**config.mk**
```make
export PLATFORM = sky130hd
export DESIGN_NAME = dual_ram_writer_flat
export DESIGN_NICKNAME = d
export VERILOG_FILES = /design/src/rtl/dual_ram_pkg.sv /design/src/rtl/dual_ram_writer_if.sv /design/src/rtl/dual_ram_writer.sv /design/src/flat_wrapper.sv
export SDC_FILE = /design/constraint.sdc
export NUM_CORES = 1
export LEC_CHECK = 0
export BUFFER_PORTS_ARGS = -buffer_cell sky130_fd_sc_hd__buf_4
export CORE_MARGIN = 10
export CORE_UTILIZATION = 45
export DETAILED_ROUTE_END_ITERATION = 7
export PLACE_DENSITY = 0.72
export SKIP_LAST_GASP = 1
export SLEW_MARGIN = 20
export SYNTH_ARGS = -nofsm -noshare
export SYNTH_HDL_FRONTEND = slang
export SYNTH_SLANG_ARGS = --single-unit
export TNS_END_PERCENT = 20
```
**constraint.sdc**
```tcl
create_clock -name sclk -period 2.8 [get_ports sclk]
set_clock_uncertainty 0.2 [all_clocks]
set_input_delay 0.14 -clock sclk [delete_from_list [all_inputs] [get_ports sclk]]
set_output_delay 0.14 -clock sclk [all_outputs]
set_load 0.005 [all_outputs]
```
**src/rtl/dual_ram_pkg.sv**
```systemverilog
// -----------------------------------------------------------------------------
// dual_ram_pkg
// Shared definitions for the dual-port RAM write and read controllers:
// the bank-control FSM state encoding and the default word/address widths.
// -----------------------------------------------------------------------------
package dual_ram_pkg;

   localparam int DEF_DATA_W = 16;
   localparam int DEF_ADDR_W = 8;

   typedef enum logic [1:0] {
      IDLE = 2'd0,
      FILL = 2'd1,
      SEAL = 2'd2,
      WAIT = 2'd3
   } state_t;

endpackage : dual_ram_pkg

```
**src/rtl/dual_ram_writer_if.sv**
```systemverilog
// -----------------------------------------------------------------------------
// dual_ram_writer_if
// Bundles the stream input, the RAM write port and the bank handover flags of
// the dual-port RAM writer.
//   s_valid/s_data/s_ready : valid/ready input word stream
//   wr_en/wr_addr/wr_data  : RAM write port, wr_addr = {bank, offset}
//   bank_full              : per-bank "complete block ready for reader"
//   bank_release           : per-bank one-cycle "reader done" pulse
// Modport master is the writer; modport slave is the surrounding system.
// -----------------------------------------------------------------------------
interface dual_ram_writer_if
   import dual_ram_pkg::*;
#(
   parameter int DATA_W = DEF_DATA_W,
   parameter int ADDR_W = DEF_ADDR_W
);

   logic              s_valid;
   logic [DATA_W-1:0] s_data;
   logic              s_ready;
   logic              wr_en;
   logic [ADDR_W-1:0] wr_addr;
   logic [DATA_W-1:0] wr_data;
   logic [1:0]        bank_full;
   logic [1:0]        bank_release;

   modport master (
      input  s_valid,
      input  s_data,
      output s_ready,
      output wr_en,
      output wr_addr,
      output wr_data,
      output bank_full,
      input  bank_release
   );

   modport slave (
      output s_valid,
      output s_data,
      input  s_ready,
      input  wr_en,
      input  wr_addr,
      input  wr_data,
      input  bank_full,
      output bank_release
   );

endinterface : dual_ram_writer_if

```
**src/rtl/dual_ram_writer.sv**
```systemverilog
// -----------------------------------------------------------------------------
// dual_ram_writer
// Write-side controller of the dual-port RAM. Accepts a valid/ready word
// stream and writes it into two ping-pong banks (bank = address MSB). When a
// bank's last word has been written the bank is flagged full and handed to
// the reader, which hands it back with a release pulse.
// Ports:
//   sclk   : system clock, rising edge
//   srst_n : asynchronous active-low reset
//   bus    : dual_ram_writer_if.master (stream in, RAM write port, bank flags)
// -----------------------------------------------------------------------------
module dual_ram_writer
   import dual_ram_pkg::*;
#(
   parameter int DATA_W = DEF_DATA_W,
   parameter int ADDR_W = DEF_ADDR_W
) (
   input  logic               sclk,
   input  logic               srst_n,
   dual_ram_writer_if.master  bus
);

   localparam int               OFF_W    = ADDR_W - 1;
   localparam logic [OFF_W-1:0] OFF_LAST = {OFF_W{1'b1}};

   state_t            state_r;
   state_t            next_state_s;
   logic              cur_bank_r;
   logic [OFF_W-1:0]  offset_r;
   logic              wr_en_r;
   logic [ADDR_W-1:0] wr_addr_r;
   logic [DATA_W-1:0] wr_data_r;
   logic [1:0]        bank_full_r;
   logic              s_ready_s;
   logic              accept_s;
   logic [1:0]        set_full_s;

   assign accept_s      = bus.s_valid & s_ready_s;

   assign bus.s_ready   = s_ready_s;
   assign bus.wr_en     = wr_en_r;
   assign bus.wr_addr   = wr_addr_r;
   assign bus.wr_data   = wr_data_r;
   assign bus.bank_full = bank_full_r;

   // FSM state register
   always_ff @(posedge sclk or negedge srst_n) begin
      if (!srst_n) begin
         state_r <= IDLE;
      end else begin
         state_r <= next_state_s;
      end
   end

   // Next-state and ready decode; s_ready depends on registered state only
   always_comb begin
      next_state_s = state_r;
      s_ready_s    = 1'b0;
      case (state_r)
         IDLE: begin
            next_state_s = FILL;
         end
         FILL: begin
            s_ready_s = ~bank_full_r[cur_bank_r];
            if (bus.s_valid && !bank_full_r[cur_bank_r] && (offset_r == OFF_LAST)) begin
               next_state_s = SEAL;
            end else begin
               next_state_s = FILL;
            end
         end
         SEAL: begin
            // The bank about to be entered is judged on its registered flag;
            // a release arriving on this same edge is only seen from WAIT.
            if (bank_full_r[~cur_bank_r]) begin
               next_state_s = WAIT;
            end else begin
               next_state_s = FILL;
            end
         end
         WAIT: begin
            if (!bank_full_r[cur_bank_r]) begin
               next_state_s = FILL;
            end else begin
               next_state_s = WAIT;
            end
         end
         default: begin
            next_state_s = IDLE;
         end
      endcase
   end

   // Full-flag set request: raised during SEAL, when the last word is in RAM
   always_comb begin
      set_full_s = 2'b00;
      if (state_r == SEAL) begin
         set_full_s[cur_bank_r] = 1'b1;
      end else begin
         set_full_s = 2'b00;
      end
   end

   // RAM write port, bank/offset counters and the per-bank full flags
   always_ff @(posedge sclk or negedge srst_n) begin
      if (!srst_n) begin
         wr_en_r     <= 1'b0;
         wr_addr_r   <= '0;
         wr_data_r   <= '0;
         cur_bank_r  <= 1'b0;
         offset_r    <= '0;
         bank_full_r <= 2'b00;
      end else begin
         wr_en_r <= accept_s;
         if (accept_s) begin
            wr_addr_r <= {cur_bank_r, offset_r};
            wr_data_r <= bus.s_data;
            offset_r  <= offset_r + OFF_W'(1);
         end
         if (state_r == SEAL) begin
            cur_bank_r <= ~cur_bank_r;
            offset_r   <= '0;
         end
         // Set takes priority over a simultaneous release of the same bank;
         // releasing a bank that is not full leaves it clear.
         bank_full_r <= (bank_full_r & ~bus.bank_release) | set_full_s;
      end
   end

endmodule : dual_ram_writer

```
**src/flat_wrapper.sv**
```systemverilog
// flat-port wrapper written by rule: the top's interface ports become plain ports
module dual_ram_writer_flat import dual_ram_pkg::*;
#(
   parameter int DATA_W = DEF_DATA_W,
   parameter int ADDR_W = DEF_ADDR_W
)
  (sclk, srst_n, bus_s_valid, bus_s_data, bus_s_ready, bus_wr_en, bus_wr_addr, bus_wr_data, bus_bank_full, bus_bank_release);
  dual_ram_writer_if #(.DATA_W(DATA_W), .ADDR_W(ADDR_W)) bus_i ();
  input  logic sclk;
  input  logic srst_n;
  input wire logic [$bits(bus_i.s_valid)-1:0] bus_s_valid;
  input wire logic [$bits(bus_i.s_data)-1:0] bus_s_data;
  output wire logic [$bits(bus_i.s_ready)-1:0] bus_s_ready;
  output wire logic [$bits(bus_i.wr_en)-1:0] bus_wr_en;
  output wire logic [$bits(bus_i.wr_addr)-1:0] bus_wr_addr;
  output wire logic [$bits(bus_i.wr_data)-1:0] bus_wr_data;
  output wire logic [$bits(bus_i.bank_full)-1:0] bus_bank_full;
  input wire logic [$bits(bus_i.bank_release)-1:0] bus_bank_release;
  assign bus_i.s_valid = bus_s_valid;
  assign bus_i.s_data = bus_s_data;
  assign bus_s_ready = bus_i.s_ready;
  assign bus_wr_en = bus_i.wr_en;
  assign bus_wr_addr = bus_i.wr_addr;
  assign bus_wr_data = bus_i.wr_data;
  assign bus_bank_full = bus_i.bank_full;
  assign bus_i.bank_release = bus_bank_release;
  dual_ram_writer #(.DATA_W(DATA_W), .ADDR_W(ADDR_W)) u_core (.sclk(sclk), .srst_n(srst_n), .bus(bus_i));
endmodule
```
==> reports/results.tsv <==
stage	metric	value	unit
grt	GR Util met2	0.2039	
clocking	CTS tree	done	
timing	final setup TNS	0	ns
synth	syn nets	132	
clocking	Max H-tree Level	2	
synth	synthesized area	1582	um2
clocking	clk buf depth	2	
drt	vias per cell	4.738	
timing	Final Setup Violations	0	
die	IO Pins	49	
setup_path	Reg-to-Reg End	u_core.bus.wr_data[13]$_DFFE_PN0P_	
setup_path	critical path peak fanout	31	
synth	library cells used by synthesis	29	
flow_run	max_cap viols	0	
synth	YS warnings	0	
drt	WL/cell	15.22	um
grt	grt met1 use	0.1141	
pwr	Power Density	666.4	nW/um2
placement	input/output buffers	48	
clocking	CTS Buf Count	5	
grt	met3 Use GR	0.05518	
clocking	Post-CTS Resized	0	
synth	post-synthesis sequential area ratio	0.5854	
placement	routability cong.	0.7689	
grt	initial antenna violation count	0	
placement	DPL Wire Length	2.461	mm
pwr	Clock power frac	0.229	
timing	Max Fclk	495.0	MHz
final_layout	Syn-to-layout area delta	37.97	%
drt	initial drt markers	63	
setup_path	Crit path arrival time	2.06	ns
pwr	Int Power	1.037	mW
run_status	outcome	complete, no violations	
clocking	Clock Sinks	37	
grt	largest net degree at the start of global routing	38	
setup_path	CP Capture Type	flip-flop	
die	# rows	21	
synth	post-synth top area cell	dfrtp_1	
grt	Tot GR Track Use	0.1147	
placement	Post-Place Cells	198	
drt	Vias	1066	
placement	pre-CTS worst setup slack	0.7762	ns
setup_path	Worst Setup SP	u_core.state_r[1]$_DFF_PN0_	
synth	flops & latches, synth	37	
die	chip height	79.29	um
synth	ys async rst share	1.000	
die	Initial Utilization	0.4702	
final_layout	nets@finish	200	
final_layout	Finished Layout Cells	225	
pwr	Seq pwr share	0.519	
grt	grt ovf	0	
setup_path	Reg2Reg Launch Point	u_core.state_r[1]$_DFF_PN0_	
pwr	combinational power share	0.252	
timing	RSZ-0062 raised after global routing	false	
clocking	CTS clock-pin slew for the worst setup and hold paths	0.12	ns
timing	Fin. Hold Viols	0	
pwr	Sw Share	0.2868	
grt	vias in the first global route	1216	
hold_path	HP Class	input pin to async pin	
setup_path	R2R Setup Slk	0.78	ns
grt	global-route wire length before repair	5.713	mm
synth	Primary FF master, synth	dfrtp_1	
synth	Mapped Avg Cell Area	14.38	um2
setup_path	reg2reg path depth	3	
clocking	CTS root buffer	clkbuf_4	
die	die area	6286	um2
clocking	Clock Latency Late Sink	0.34	ns
timing	Pins Over Slew Limit	0	
grt	busiest metal layer after global routing	met2	
synth	most common cell in the netlist	dfrtp_1	
timing	slew margin rel.	0.6420	
timing	crit share post-route	0.7215	
final_layout	share of layout cells above drive strength 1	0.4693	
synth	top cell type's share of synthesized area	0.5854	
drt	wirelength, routed	3.424	mm
drt	Pre-antenna DRT Iters	4	
final_layout	antenna cell count	0	
synth	cells after synthesis	110	
setup_path	crit path to	u_core.bus.wr_data[13]$_DFFE_PN0P_	
setup_path	slowest CP cell	nor2_8	
die	Die Width	79.29	um
drt	DRC errors left	0	
drt	post-route ant nets	0	
setup_path	Worst setup SP type	flip-flop	
setup_path	Largest stage delay, worst path	0.50	ns
synth	Synth top cells by count	dfrtp_1, mux2_2, nand2_1	
timing	Min Clock Period, post-route	2.020	ns
pwr	Final Power	1.454	mW
die	core box area	3363	um2
pwr	Leakage	1.003	nW
synth	number of synthesized flops with an enable pin	0	
final_layout	filler instances	290	
setup_path	Worst EP required	2.84	ns
synth	synth top area cells	dfrtp_1, mux2_2, xnor2_1	
pwr	Sw Pwr	417.0	uW
timing	Worst-Margin Slew	0.5359	ns
timing	setup slack after layout	0.7798	ns
timing	Final Hold Slack	0.08335	ns
setup_path	CP Cell Sequence	nand3b_1, nor2_8, mux2_2	
setup_path	Setup CP Type	flip-flop to flip-flop	
pwr	worst vdd ir	411.1	uV
clocking	# Post-CTS Setup Buffers	0	
[cells in the final DEF (no fill, tap or decap), drive strengths merged, types with 2 or more instances in the layout]
cell type | Yosys | final
nand3 | 2 | 2
nand2 | 7 | 7
dfrtp | 37 | 37
nand4 | 2 | 2
dlygate4sd3 | 0 | 19
nor2 | 6 | 6
nor3 | 2 | 2
inv | 2 | 3
o21ai | 2 | 2
mux2 | 25 | 25
clkbuf | 3 | 7
xnor2 | 6 | 6
buf | 2 | 48
mux2i | 2 | 2
[critical path, delay by kind of cell, from the launching register on]
| kind | cells | cell delay, ns |
|---|---|---|
| flip-flops | 1 | 0.43 |
| multiplexers | 1 | 0.40 |
| AND/OR/NAND/NOR | 2 | 0.89 |
[cell type report]
cell class,count,area [um2],share of cell area
well taps,46,57.56,0.02638
inverters,2,7.507,0.003440
flip-flops and latches,37,925.9,0.4243
clock buffers,7,65.06,0.02982
repair buffers,67,550.5,0.2523
clock inverters,1,8.758,0.004014
multi-input cells,65,566.8,0.2597
[worst min path at each step]
stage / from / to / cells after the start
global placement: srst_n / u_core.bus.wr_data[13]$_DFFE_PN0P_ / 1
CTS: srst_n / u_core.bus.wr_data[2]$_DFFE_PN0P_ / 2
detailed placement: srst_n / u_core.bus.wr_data[13]$_DFFE_PN0P_ / 1
finish: srst_n / u_core.offset_r[0]$_DFFE_PN0P_ / 2
floorplan: srst_n / u_core.bus.bank_full[0]$_DFF_PN0_ / 0
global route: srst_n / u_core.offset_r[0]$_DFFE_PN0P_ / 2
[cells by family after synthesis]
group,Yosys count,synth area share
DFF,37,0.5854
muxes,27,0.1930
and+or+nand+nor,25,0.1005
buffers and inverters,8,0.05617
AOI/OAI and AO/OA,6,0.02374
xor gates and xnor gates,6,0.03323
adders and majority gates,1,0.007910
[per-stage QoR]
step / cell area (um2) / util
after detailed placement: 1918 / 0.5703
after global routing: 2182 / 0.6488
after global placement: 1918 / 0.5703
final: 2182 / 0.6488
after CTS: 2182 / 0.6488
after floorplan: 1582 / -
[sequential cells by signal, summed over array words and instances, names as in the netlist]
name                  flops
u_core.bus.wr_data       16
u_core.state_r            2
u_core.bus.bank_full      2
u_core.bus.wr_en          1
u_core.cur_bank_r         1
u_core.bus.wr_addr        8
u_core.offset_r           7
[metal layers]
layer  routed length [um]  up-vias  part of all wire
met5                    0        -                 0
met4                   35        0             0.010
met3                  258        5             0.075
met2                 1853       30              0.54
met1                 1277      512              0.37
li1                     -      519                 -
[power by group through the flow]
stage,Sequential (mW),Combinational [mW],Clock [mW]
2_1_floorplan,0.735,0.220,0
3_3_place_gp,0.759,0.344,0
3_5_place_dp,0.766,0.353,0
4_1_cts,0.755,0.376,0.348
5_1_grt,0.773,0.410,0.374
6_report,0.755,0.366,0.333
[repair_timing]
action                     4_1_cts  5_1_grt
setup endpoints to repair        0        0
hold endpoints to repair        55        0
hold buffers                    19        0
No activity file was read; power rests on OpenSTA's default activity.
